$ cat src/rtl/reset_pkg.sv
// Shared types for the reset request generator: FSM states and reset causes.
package reset_pkg;

   localparam int unsigned CAUSE_W = 3;
   localparam int unsigned PHASE_W = 8;

   typedef enum logic [1:0] {
      ST_IDLE    = 2'd0,
      ST_ASSERT  = 2'd1,
      ST_HOLDOFF = 2'd2
   } state_t;

   typedef enum logic [CAUSE_W-1:0] {
      CAUSE_NONE = 3'd0,
      CAUSE_BTN  = 3'd1,
      CAUSE_SW   = 3'd2,
      CAUSE_WDT  = 3'd3,
      CAUSE_LOCK = 3'd4
   } cause_t;

   // A zero-length pulse still has to be visible for one cycle.
   function automatic logic [PHASE_W-1:0] at_least_one(input logic [PHASE_W-1:0] v);
      return (v == '0) ? PHASE_W'(1) : v;
   endfunction

endpackage

$ cat src/rtl/debounce.sv
// Two-flop synchronizer plus debouncer for an active-low push button.
// Emits a one-cycle press strobe when the input has been low long enough.
module debounce #(
   parameter logic [15:0] DEBOUNCE_CYCLES = 16'd50000
) (
   input  logic clk,
   input  logic rst,
   input  logic din_n,
   output logic press
);

   localparam logic [15:0] LIMIT = (DEBOUNCE_CYCLES == 16'd0) ? 16'd0 : DEBOUNCE_CYCLES - 16'd1;

   logic        meta;
   logic        sync;
   logic        stable;
   logic [15:0] count;

   // Synchronizer flops reset to the released (high) level.
   always_ff @(posedge clk or posedge rst) begin
      if (rst) begin
         meta <= 1'b1;
         sync <= 1'b1;
      end else begin
         meta <= din_n;
         sync <= meta;
      end
   end

   // Accept a level change only after it has persisted for the full window.
   always_ff @(posedge clk or posedge rst) begin
      if (rst) begin
         stable <= 1'b1;
         count  <= 16'd0;
         press  <= 1'b0;
      end else begin
         press <= 1'b0;
         if (sync == stable) begin
            count <= 16'd0;
         end else if (count == LIMIT) begin
            stable <= sync;
            count  <= 16'd0;
            press  <= ~sync;
         end else begin
            count <= count + 16'd1;
         end
      end
   end

endmodule

$ cat src/rtl/reset_request_gen.sv
// Collects button, software, watchdog and PLL-lock events and turns the
// highest-priority one into a fixed-width active-low reset request pulse,
// followed by a holdoff window in which further events are dropped.
module reset_request_gen
   import reset_pkg::*;
#(
   parameter logic [15:0] DEBOUNCE_CYCLES = 16'd50000,
   parameter logic [31:0] WDT_CYCLES      = 32'd100000000,
   parameter logic [7:0]  PULSE_CYCLES    = 8'd16,
   parameter logic [7:0]  HOLDOFF_CYCLES  = 8'd64
) (
   input  logic               clk,
   input  logic               rst,
   input  logic               btn_n,
   input  logic               sw_rst_req,
   input  logic               wdt_en,
   input  logic               wdt_kick,
   input  logic               locked,
   output logic               rstn_req,
   output logic [CAUSE_W-1:0] rst_cause,
   output logic               busy
);

   localparam logic [PHASE_W-1:0] PULSE_LAST = at_least_one(PULSE_CYCLES) - PHASE_W'(1);
   localparam logic [PHASE_W-1:0] HOLD_LAST  = HOLDOFF_CYCLES - PHASE_W'(1);

   state_t             state;
   state_t             state_next;
   logic [PHASE_W-1:0] phase;
   logic [PHASE_W-1:0] phase_next;
   cause_t             cause_q;
   cause_t             cause_next;
   cause_t             evt_cause;
   logic               evt_any;
   logic               rstn_next;
   logic               busy_next;

   logic               btn_evt;
   logic               lock_meta;
   logic               lock_sync;
   logic               lock_prev;
   logic               lock_evt;
   logic [31:0]        wdt_count;
   logic               wdt_evt;

   debounce #(
      .DEBOUNCE_CYCLES (DEBOUNCE_CYCLES)
   ) u_btn (
      .clk   (clk),
      .rst   (rst),
      .din_n (btn_n),
      .press (btn_evt)
   );

   // Lock synchronizer and edge history, all resetting to "locked".
   always_ff @(posedge clk or posedge rst) begin
      if (rst) begin
         lock_meta <= 1'b1;
         lock_sync <= 1'b1;
         lock_prev <= 1'b1;
      end else begin
         lock_meta <= locked;
         lock_sync <= lock_meta;
         lock_prev <= lock_sync;
      end
   end

   assign lock_evt = lock_prev & ~lock_sync;

   // Watchdog: counts only while enabled, unkicked and idle; strobes on expiry.
   always_ff @(posedge clk or posedge rst) begin
      if (rst) begin
         wdt_count <= 32'd0;
         wdt_evt   <= 1'b0;
      end else begin
         wdt_evt <= 1'b0;
         if (!wdt_en || wdt_kick || (state != ST_IDLE)) begin
            wdt_count <= 32'd0;
         end else if (wdt_count == WDT_CYCLES - 32'd1) begin
            wdt_count <= 32'd0;
            wdt_evt   <= 1'b1;
         end else begin
            wdt_count <= wdt_count + 32'd1;
         end
      end
   end

   // Priority encode the event sources.
   always_comb begin
      evt_cause = CAUSE_NONE;
      if (btn_evt)         evt_cause = CAUSE_BTN;
      else if (sw_rst_req) evt_cause = CAUSE_SW;
      else if (wdt_evt)    evt_cause = CAUSE_WDT;
      else if (lock_evt)   evt_cause = CAUSE_LOCK;
      evt_any = (evt_cause != CAUSE_NONE);
   end

   // State register, phase counter and registered outputs.
   always_ff @(posedge clk or posedge rst) begin
      if (rst) begin
         state    <= ST_IDLE;
         phase    <= '0;
         cause_q  <= CAUSE_NONE;
         rstn_req <= 1'b1;
         busy     <= 1'b0;
      end else begin
         state    <= state_next;
         phase    <= phase_next;
         cause_q  <= cause_next;
         rstn_req <= rstn_next;
         busy     <= busy_next;
      end
   end

   // Next-state logic: IDLE -> ASSERT -> HOLDOFF (optional) -> IDLE.
   always_comb begin
      state_next = state;
      phase_next = phase;
      case (state)
         ST_IDLE: begin
            if (evt_any) begin
               state_next = ST_ASSERT;
               phase_next = '0;
            end
         end
         ST_ASSERT: begin
            if (phase == PULSE_LAST) begin
               phase_next = '0;
               state_next = (HOLDOFF_CYCLES == 8'd0) ? ST_IDLE : ST_HOLDOFF;
            end else begin
               phase_next = phase + PHASE_W'(1);
            end
         end
         ST_HOLDOFF: begin
            if (phase == HOLD_LAST) begin
               phase_next = '0;
               state_next = ST_IDLE;
            end else begin
               phase_next = phase + PHASE_W'(1);
            end
         end
         default: begin
            state_next = ST_IDLE;
            phase_next = '0;
         end
      endcase
   end

   // Output decode from the upcoming state; cause latches only on acceptance.
   always_comb begin
      rstn_next  = (state_next != ST_ASSERT);
      busy_next  = (state_next != ST_IDLE);
      cause_next = cause_q;
      if ((state == ST_IDLE) && evt_any) cause_next = evt_cause;
   end

   assign rst_cause = cause_q;

endmodule

$ cat config.mk
export PLATFORM = sky130hd
export DESIGN_NAME = reset_request_gen
export DESIGN_NICKNAME = d
export VERILOG_FILES = /design/src/rtl/reset_pkg.sv /design/src/rtl/debounce.sv /design/src/rtl/reset_request_gen.sv
export SDC_FILE = /design/constraint.sdc
export NUM_CORES = 1
export LEC_CHECK = 0
export ABC_AREA = 1
export BUFFER_PORTS_ARGS = -buffer_cell sky130_fd_sc_hd__buf_2
export CAP_MARGIN = 20
export CORE_MARGIN = 8
export CORE_UTILIZATION = 55
export CTS_BUF_LIST = sky130_fd_sc_hd__clkbuf_8
export DETAILED_ROUTE_END_ITERATION = 8
export PLACE_DENSITY = 0.72
export SYNTH_ARGS = -nofsm -noshare
export SYNTH_HDL_FRONTEND = slang
export SYNTH_SLANG_ARGS = --single-unit
$ cat constraint.sdc
create_clock -name clk -period 4.4 [get_ports clk]
set_clock_uncertainty 0.1 [all_clocks]
set_input_delay 0.44 -clock clk [delete_from_list [all_inputs] [get_ports clk]]
set_output_delay 0.44 -clock clk [all_outputs]
set_load 0.05 [all_outputs]
==> impl_metrics.tcl <==
set metrics [dict create \
    outcome "finished, final reports clean" \
    antenna_found_initial 0 \
    cap_violations 0 \
    synth_edf_count 0 \
    fillers 666 \
    worstPathRequired_ns 4.57 \
    yosys_warnings 0 \
    grt_pass1_vias 3136 \
    setup_ws_ns 2.40 \
    ant_nets 0 \
    wl_met2_um 3890 \
    cts_resized 0 \
    start_kind "flip-flop" \
    yosysSeqAreaShare_pct 44.5 \
    grt_overflow 0 \
    regArea_um2 1790 \
    cts_sinks 71 \
    period_minus_slack_ns 2.00 \
    async_reset_ff_share_pct 100 \
    pre_cts_ws_ns 2.44 \
    htreeDepth 3 \
    dpl_cell_area_um2 4180 \
    wl_met3_um 406 \
    worstHoldPathType "primary input to asynchronous set/reset pin" \
    setup.worst_path.class "flip-flop to flip-flop" \
    synthesis.area_um2 4010 \
    synth_top_area_share_pct 39.9 \
    fin_nets 579 \
    cp_max_fo 12 \
    clk_latency_ns 0.35 \
    ctsHoldBuffers 0 \
    root_buffer "clkbuf_8" \
    syn_avg_cell_area_um2 7.36 \
    die_y_um 101 \
    met1_length_um 3990 \
    yosysMostFrequentCell "nand2_1" \
    drtPass1Iterations 6 \
    cts_buffer_depth 2 \
    synthesis.nets 559 \
    cts_tree "built" \
    setup_violations 0 \
    power.leakage_nw 1.93 \
    synth_top_cells_by_count "150 x nand2_1, 120 x nor2_1, 64 x dfrtp_1, 61 x inv_1, 40 x nand3_1" \
    min_period_over_period_pct 45.5 \
    multi_input_area_um2 1970 \
    slew_headroom_pct 48.2 \
    drt_iter0_drc 202 \
    remaining_drc_errors 0 \
    area_delta_synth_final_pct 9.83 \
    routed.top_layer "met4" \
    core_area_um2 7180 \
    ir_worst_vdd_mv 0.141 \
    layout-drive-gt1-share_pct 11.1 \
    synth_seq_cells 71 \
    port_buffers 11 \
    via_per_inst 5.10 \
    yosysTopAreaCell "dfrtp_1" \
    ios 12 \
    yosys.cell_types.count 33 \
    synthCells 545 \
    cts_buffers 9 \
    hold_violations 0 \
    grt_max_degree 39 \
    crit_arrival_ns 2.18 \
    fmax_mhz 500 \
    post_cts_buffers 0 \
    cellPowerDensity_nw_per_um2 357 \
    end_kind "flip-flop" \
    vias 3410 \
    gp_congestion 0.894 \
    setup_tns_ns 0 \
    dp_hpwl_um 6360 \
    wl_um 8440 \
    initial_core_util_pct 55.9 \
    synth_ff_type "dfrtp_1" \
    clk_pin_slew_ns 0.08 \
    grt_pass1_wl_um 14300 \
    drv_slew 0 \
    rsz0062_at_grt "no" \
    yosys-top-cells-area "dfrtp_1 40%, nand2_1 14%, nor2_1 11%" \
    rows 31 \
    final_area_um2 4400 \
    die_area_um2 10300 \
    track_usage_pct 18.0 \
    tightest_slew_ns 0.776 \
    n_antenna_cell 0 \
    die-width_um 101 \
    routedWlPerCell_um 12.6 \
]
routing by layer:
layer	vias up	global-route usage [%]
met2	81	27.7
met1	1587	24.1
met5	-	0
met3	12	2.68
li1	1730	-
met4	0	8.71
path summary, 6_finish.rpt:
path | endpoint | depth (start not counted) | from | slack [ns]
max reg2reg | phase[5] | 9 | state[1] | 2.40
min | rst_cause[1] | 2 | rst | 0.09
max | phase[5] | 9 | state[1] | 2.40
min in group clk | lock_meta | 1 | locked | 0.09
min reg2reg | lock_sync | 0 | lock_meta | 0.25
max in group asynchronous | u_btn.sync | 3 | rst | 3.15
layout by cell type, fill, tap and decap left out, types with 8 or more instances in the layout:
master	count
a21oi_1	9
buf_2	11
clkbuf_8	11
dfrtp_1	64
inv_1	61
nand2_1	150
nand3_1	40
nor2_1	120
nor2_2	9
nor3_1	8
xor2_1	19
cell families after synthesis:
| group | synth area share, % |
|---|---|
| simple gates | 38.3 |
| flops | 44.5 |
| xor+xnor | 5.68 |
| buf+inv | 6.27 |
| compound gates | 3.06 |
| fa+ha+maj | 2.18 |
state kept, by name, indices dropped and copies added, names as in the netlist, 2 cells and up:
signal,cells
state,2
wdt_count,32
phase,8
u_btn.count,16
rst_cause,3
cell type report:
class / instances / share of cell area (%)
inverter: 63 / 5.37
clock buffer: 11 / 3.44
tap: 99 / 2.81
clock inverter: 4 / 1.62
timing repair buffer: 12 / 1.42
multi-input combinational: 408 / 44.8
sequential: 71 / 40.5
metrics by stage:
stage | utilization (%) | total power [W] | hold slack, ns | std cells
after detailed placement | 58.3 | 0.00101 | 0.249 | 653
after global routing | 61.4 | 0.00165 | 0.0749 | 668
after floorplan | - | 0.000942 | 0.245 | 545
after global placement | 58.3 | 0.00100 | 0.248 | 653
after CTS | 61.4 | 0.00159 | 0.0729 | 668
final | 61.4 | 0.00157 | 0.0866 | 668
power breakdown:
part	switching (W)	internal, W
sequential	0.0000245	0.000697
clock	0.000236	0.000345
combinational	0.000205	0.0000671
total	0.000466	0.00111
worst max-delay path: stages (launching register included):
cell and delay (ns):
dfrtp_1 0.43, inv_1 0.11, ha_1 0.21, inv_1 0.19, nor2_1 0.07, nand3_1 0.30
nand2_1 0.15, o21ai_0 0.19, nand2_1 0.07, a21oi_1 0.12
Power figures use the tool's default switching activity.
